===== src/rtl/dshot_pkg.sv =====
// Shared DShot definitions: value-range constants and the arming state encoding
// used by the decoder, the arming controller and telemetry.
package dshot_pkg;

  localparam logic [10:0] THROTTLE_MIN     = 11'd48;
  localparam logic [5:0]  CMD_BEACON_LO    = 6'd1;
  localparam logic [5:0]  CMD_BEACON_HI    = 6'd5;
  localparam logic [5:0]  CMD_DIR_1        = 6'd7;
  localparam logic [5:0]  CMD_DIR_2        = 6'd8;
  localparam logic [5:0]  CMD_DIR_NORMAL   = 6'd20;
  localparam logic [5:0]  CMD_DIR_REVERSED = 6'd21;

  typedef enum logic [1:0] {
    DISARMED = 2'd0,
    ARMED    = 2'd1,
    FAILSAFE = 2'd2
  } dshot_state_e;

endpackage


===== src/rtl/dshot_cmd_repeat.sv =====
// Repeat qualifier for DShot special commands: fires once, in the frame cycle,
// when the same command has been seen CMD_REPEAT times in a row.
module dshot_cmd_repeat #(
  parameter int CMD_REPEAT = 6
) (
  input  logic       clk,
  input  logic       rst,
  input  logic       good_i,
  input  logic [5:0] value_i,
  input  logic       is_special_i,
  output logic       cmd_fire_o,
  output logic [5:0] cmd_code_o
);

  localparam int RW = $clog2(CMD_REPEAT + 1);
  localparam logic [RW-1:0] REP_MAX = RW'(CMD_REPEAT);
  localparam logic [RW-1:0] REP_ONE = RW'(1);

  logic [5:0]    last_cmd_q, last_cmd_d;
  logic [RW-1:0] rep_cnt_q, rep_cnt_d;

  always_comb begin
    last_cmd_d = last_cmd_q;
    rep_cnt_d  = rep_cnt_q;
    cmd_fire_o = 1'b0;
    cmd_code_o = value_i;
    if (good_i) begin
      if (!is_special_i) begin
        rep_cnt_d = '0;
      end else if (value_i == last_cmd_q) begin
        // Saturated count means this command already fired; stay silent.
        if (rep_cnt_q != REP_MAX) begin
          rep_cnt_d  = rep_cnt_q + REP_ONE;
          cmd_fire_o = (rep_cnt_q == REP_MAX - REP_ONE);
        end
      end else begin
        last_cmd_d = value_i;
        rep_cnt_d  = REP_ONE;
        cmd_fire_o = (REP_MAX == REP_ONE);
      end
    end
  end

  always_ff @(posedge clk) begin
    if (rst) begin
      last_cmd_q <= '0;
      rep_cnt_q  <= '0;
    end else begin
      last_cmd_q <= last_cmd_d;
      rep_cnt_q  <= rep_cnt_d;
    end
  end

endmodule


===== src/rtl/dshot_arming_controller.sv =====
// Gatekeeper between the DShot frame decoder and the motor speed output:
// arming sequence, loss-of-signal failsafe, direction commands and beacons.
module dshot_arming_controller
  import dshot_pkg::*;
#(
  parameter int ARM_FRAMES     = 10,
  parameter int CMD_REPEAT     = 6,
  parameter int TIMEOUT_CYCLES = 2500000
) (
  input  logic        clk,
  input  logic        rst,
  input  logic        frame_strobe,
  input  logic [10:0] frame_value,
  input  logic        frame_crc_ok,
  output logic [7:0]  speed_out,
  output logic        armed,
  output logic        failsafe,
  output logic        reversed,
  output logic        beep_strobe,
  output logic [2:0]  beep_tone
);

  localparam int ZW = $clog2(ARM_FRAMES + 1);
  localparam int TW = $clog2(TIMEOUT_CYCLES + 1);
  localparam logic [ZW-1:0] ZERO_LAST = ZW'(ARM_FRAMES - 1);
  localparam logic [TW-1:0] TMO_MAX   = TW'(TIMEOUT_CYCLES);
  localparam logic [TW-1:0] TMO_LAST  = TW'(TIMEOUT_CYCLES - 1);

  dshot_state_e  state_q, state_d;
  logic [ZW-1:0] zero_cnt_q, zero_cnt_d;
  logic [TW-1:0] timer_q, timer_d;
  logic [7:0]    speed_q, speed_d;
  logic          reversed_q, reversed_d;
  logic          beep_q, beep_d;
  logic [2:0]    tone_q, tone_d;

  logic       good, is_zero, is_special, is_throttle, is_beacon, expire;
  logic       cmd_fire;
  logic [5:0] cmd_code;

  assign good        = frame_strobe & frame_crc_ok;
  assign is_zero     = (frame_value == '0);
  assign is_throttle = (frame_value >= THROTTLE_MIN);
  assign is_special  = !is_zero && !is_throttle;
  assign is_beacon   = is_special && (frame_value[5:0] >= CMD_BEACON_LO) &&
                       (frame_value[5:0] <= CMD_BEACON_HI);
  // Expiry is the edge on which the timer would land on TIMEOUT_CYCLES; a good
  // frame in that same cycle takes priority.
  assign expire      = !good && (timer_q >= TMO_LAST);

  dshot_cmd_repeat #(.CMD_REPEAT(CMD_REPEAT)) u_cmd_repeat (
    .clk         (clk),
    .rst         (rst),
    .good_i      (good),
    .value_i     (frame_value[5:0]),
    .is_special_i(is_special),
    .cmd_fire_o  (cmd_fire),
    .cmd_code_o  (cmd_code)
  );

  always_comb begin
    timer_d = timer_q;
    if (good) begin
      timer_d = '0;
    end else if (timer_q != TMO_MAX) begin
      timer_d = timer_q + 1'b1;
    end
  end

  always_comb begin
    state_d    = state_q;
    zero_cnt_d = zero_cnt_q;
    speed_d    = speed_q;
    reversed_d = reversed_q;
    beep_d     = 1'b0;
    tone_d     = 3'd0;
    unique case (state_q)
      DISARMED, FAILSAFE: begin
        speed_d = 8'd0;
        if (good) begin
          if (!is_zero) begin
            zero_cnt_d = '0;
          end else if (zero_cnt_q == ZERO_LAST) begin
            state_d    = ARMED;
            zero_cnt_d = '0;
          end else begin
            zero_cnt_d = zero_cnt_q + 1'b1;
          end
        end
      end
      ARMED: begin
        if (good) begin
          speed_d = is_throttle ? frame_value[10:3] : 8'd0;
          if (is_beacon) begin
            beep_d = 1'b1;
            tone_d = frame_value[2:0];
          end
          if (cmd_fire) begin
            if (cmd_code == CMD_DIR_1 || cmd_code == CMD_DIR_NORMAL) begin
              reversed_d = 1'b0;
            end else if (cmd_code == CMD_DIR_2 || cmd_code == CMD_DIR_REVERSED) begin
              reversed_d = 1'b1;
            end
          end
        end else if (expire) begin
          state_d = FAILSAFE;
          speed_d = 8'd0;
        end
      end
      default: begin
        state_d = DISARMED;
        speed_d = 8'd0;
      end
    endcase
  end

  always_ff @(posedge clk) begin
    if (rst) begin
      state_q    <= DISARMED;
      zero_cnt_q <= '0;
      timer_q    <= '0;
      speed_q    <= 8'd0;
      reversed_q <= 1'b0;
      beep_q     <= 1'b0;
      tone_q     <= 3'd0;
    end else begin
      state_q    <= state_d;
      zero_cnt_q <= zero_cnt_d;
      timer_q    <= timer_d;
      speed_q    <= speed_d;
      reversed_q <= reversed_d;
      beep_q     <= beep_d;
      tone_q     <= tone_d;
    end
  end

  assign speed_out   = speed_q;
  assign armed       = (state_q == ARMED);
  assign failsafe    = (state_q == FAILSAFE);
  assign reversed    = reversed_q;
  assign beep_strobe = beep_q;
  assign beep_tone   = tone_q;

endmodule


===== config.mk =====
export PLATFORM = sky130hd
export DESIGN_NAME = dshot_arming_controller
export DESIGN_NICKNAME = d
export VERILOG_FILES = /design/src/rtl/dshot_pkg.sv /design/src/rtl/dshot_cmd_repeat.sv /design/src/rtl/dshot_arming_controller.sv
export SDC_FILE = /design/constraint.sdc
export NUM_CORES = 1
export LEC_CHECK = 0
export BUFFER_PORTS_ARGS = -buffer_cell sky130_fd_sc_hd__buf_2
export CAP_MARGIN = 0
export CORE_UTILIZATION = 29
export CTS_BUF_LIST = sky130_fd_sc_hd__clkbuf_4
export DETAILED_ROUTE_END_ITERATION = 7
export GPL_TIMING_DRIVEN = 1
export SYNTH_ARGS = -nofsm -noshare
export SYNTH_HDL_FRONTEND = slang
export SYNTH_SLANG_ARGS = --single-unit

===== constraint.sdc =====
create_clock -name clk -period 4.5 [get_ports clk]
set_input_delay 0.9 -clock clk [delete_from_list [all_inputs] [get_ports clk]]
set_output_delay 0.9 -clock clk [all_outputs]
set_load 0.01 [all_outputs]

==> flow_metrics.tcl <==
set metrics [dict create \
    status "finished, final reports clean" \
    coreArea_um2 8299 \
    clockBufferDepth 2 \
    synth-edff-count 0 \
    grt_pass1_wl_um 8804 \
    leakage_nw 1.003 \
    cts-root-buf "clkbuf_4" \
    antenna_found_initial 0 \
    cts_resized 0 \
    numCtsBuffers 5 \
    startpoint "rst" \
    setup_ws_ps 2175 \
    fin_skew_ps 9.104 \
    mappedNetlistArea_um2 2510 \
    cts_tree "done" \
    min_period_ps 2325 \
    initial_utilization_pct 30.24 \
    synthCells 298 \
    final_max_slew_viol_count 0 \
    floorplan.die.width_um 95.03 \
    rsz0062_at_grt "no" \
    crit_buf_inv 1 \
    avgSynthCellArea_um2 8.423 \
    drt_wl_total_um 5036 \
    fin_crit_sh_pct 51.67 \
    crit_path_top_delay_cell "nor4_4" \
    synth_ff_type "dfxtp_1" \
    ys_seq_area_share_pct 39.88 \
    synth.distinct_cells 50 \
    grt_pass1_vias 1930 \
    crit_fanout 25 \
    async_flop_share_pct 0 \
    synth_top_cell_area_share_pct 39.88 \
    vias 2110 \
    hpwl_um 3628 \
    antennaDiodeCount 0 \
    final_nets 341 \
    cts_htree_levels 2 \
    critPathTopFamily "simple AND/OR/NAND/NOR gates" \
    wl_per_cell_um 11.85 \
    power_density_nw_per_um2 254.1 \
    clk_latency_ps 380 \
    area_delta_synth_final_pct 11.22 \
    numPortBuffers 29 \
    hp-class "reg2reg" \
    grt_start_max_net_pins 26 \
    cpPeakStageDelay_ps 660 \
    gp_congestion 0.7410 \
    numClockSinks 50 \
    setup_viol 0 \
    fp-row-count 33 \
    max_freq_ghz 0.4301 \
    synth_fp_nets 320 \
    min_from "speed_out[2]" \
    critical_path_class "in2reg" \
    drt_pass1_iterations 4 \
    tns_ps 0 \
    dieArea_um2 9031 \
    hold_viol 0 \
    grt_usage_pct 12.24 \
    crit_path_start_kind "primary input" \
    cap_violations 0 \
    crit_path_end_kind "flop" \
    grt-ovfl-total 0 \
    worst_slew_pin_slew_ps 968.0 \
    pre_cts_slack_ps 1721 \
    yosysWarnings 0 \
    ir_drop_mv 0.1372 \
    cts_setup_buffers 0 \
    io_pins 30 \
    dieHeight_um 95.03 \
    required_ps 4820 \
    drc 0 \
    synth_area_leader_cell "dfxtp_1" \
    crit_chain "buf_2 -> nand2b_1 -> nor4_4 -> a22o_1" \
    cts.clk_slew.worst_paths_ps 150 \
    r2r-start "timer_q[0]" \
    hold_buffers 0 \
    hold_slack_ps 478.9 \
    drtIter0Drc 82 \
    slew_headroom_pct 35.47 \
    avgViaCountPerCell 4.965 \
    arrival_ps 2650 \
    ys_seq_elements 50 \
    synth_area_leaders "dfxtp_1 40%, nor2_1 5.2%, a21oi_1 4.0%, ha_1 3.5%, xnor2_1 3.5%" \
    drive_gt1_share_pct 15.00 \
    ant_nets 0 \
]
final timing paths:
check                           slack, ps  cells after the start            to
worst max-delay path                 2180                      4  speed_out[3]
worst min-delay path                  480                      1  speed_out[2]
worst max register to register       2520                      5   timer_q[18]
worst min register to register        480                      1  speed_out[2]
report_power, final:
part	switching [W]	total, W	internal [W]
clock network	0.000156	0.000220	0.0000641
logic	0.0000266	0.0000402	0.0000136
registers	0.00000322	0.000449	0.000445
state kept, by name, summed over array words and instances (netlist names):
signal,cells
speed_out,8
u_cmd_repeat.rep_cnt_q,3
beep_strobe,1
beep_tone,3
u_cmd_repeat.last_cmd_q,6
zero_cnt_q,4
reversed,1
timer_q,22
state_q,2
layer usage:
metal  share of wire [%]  track usage [%]  routed length [um]  vias to the layer above
met5                   0                0                   0                        -
met4                 1.3            3.788                  64                        0
met3                 4.1            3.190                 205                        6
met2                  46            20.14                2323                       39
met1                  48            15.61                2442                      973
li1                    -                -                   -                     1092
synthesized netlist by cell type, drive strengths merged, types with 5 or more instances:
master	instances
dfxtp	50
nor3	13
o21ai	9
or3	6
nor2	35
inv	11
a21oi	20
nand3	17
nand4	8
nand2	22
xor2	9
clkbuf	13
xnor2	10
a22o	5
nor4	8
ha	7
nand2b	5
layout by cell type (no fill, tap or decap), types with 5 or more instances in the layout:
master	n
o21ai_0	9
buf_2	29
nor3_1	12
a21oi_1	20
ha_1	7
nand3_1	17
nand2_1	22
nor2_1	35
nand2b_1	5
clkbuf_4	5
a22o_1	5
inv_1	11
xor2_1	9
or3_1	5
dfxtp_1	50
nor4_1	5
xnor2_1	10
nand4_1	7
worst register-to-register path, cell delays in order, from the launching register on:
cell	delay [ps]
dfxtp_1	460
ha_1	260
nand3_1	340
or2_2	440
a2111o_1	340
o31ai_1	60
kinds of logic after synthesis:
| family | after synthesis | synth area share (%) |
|---|---|---|
| buf+inv | 26 | 3.938 |
| mux | 5 | 2.044 |
| compound gates | 52 | 13.21 |
| flops | 50 | 39.88 |
| fa+ha+maj | 7 | 3.489 |
| simple gates | 139 | 30.81 |
| xor+xnor | 19 | 6.630 |
through the flow:
| stage | total power (W) | util [%] | instance area [um^2] | cells |
|---|---|---|---|---|
| 6_report | 0.0007092 | 33.63 | 2791 | 425 |
| 5_1_grt | 0.0007437 | 33.63 | 2791 | 425 |
| 4_1_cts | 0.0007228 | 33.63 | 2791 | 425 |
| 3_5_place_dp | 0.0004986 | 32.88 | 2729 | 417 |
| 3_3_place_gp | 0.0004983 | 32.88 | 2729 | 417 |
| 2_1_floorplan | 0.0004868 | - | 2510 | 298 |
final cells by class:
class | instances | area [um^2]
Fill cell | 872 | 5508
Multi-Input combinational cell | 222 | 1410
Sequential cell | 50 | 1001
Timing Repair Buffer | 29 | 145.1
Tap cell | 105 | 131.4
Inverter | 11 | 41.29
Clock buffer | 5 | 37.54
Clock inverter | 3 | 25.02
Note: power is estimated with default switching activity, not from simulation.
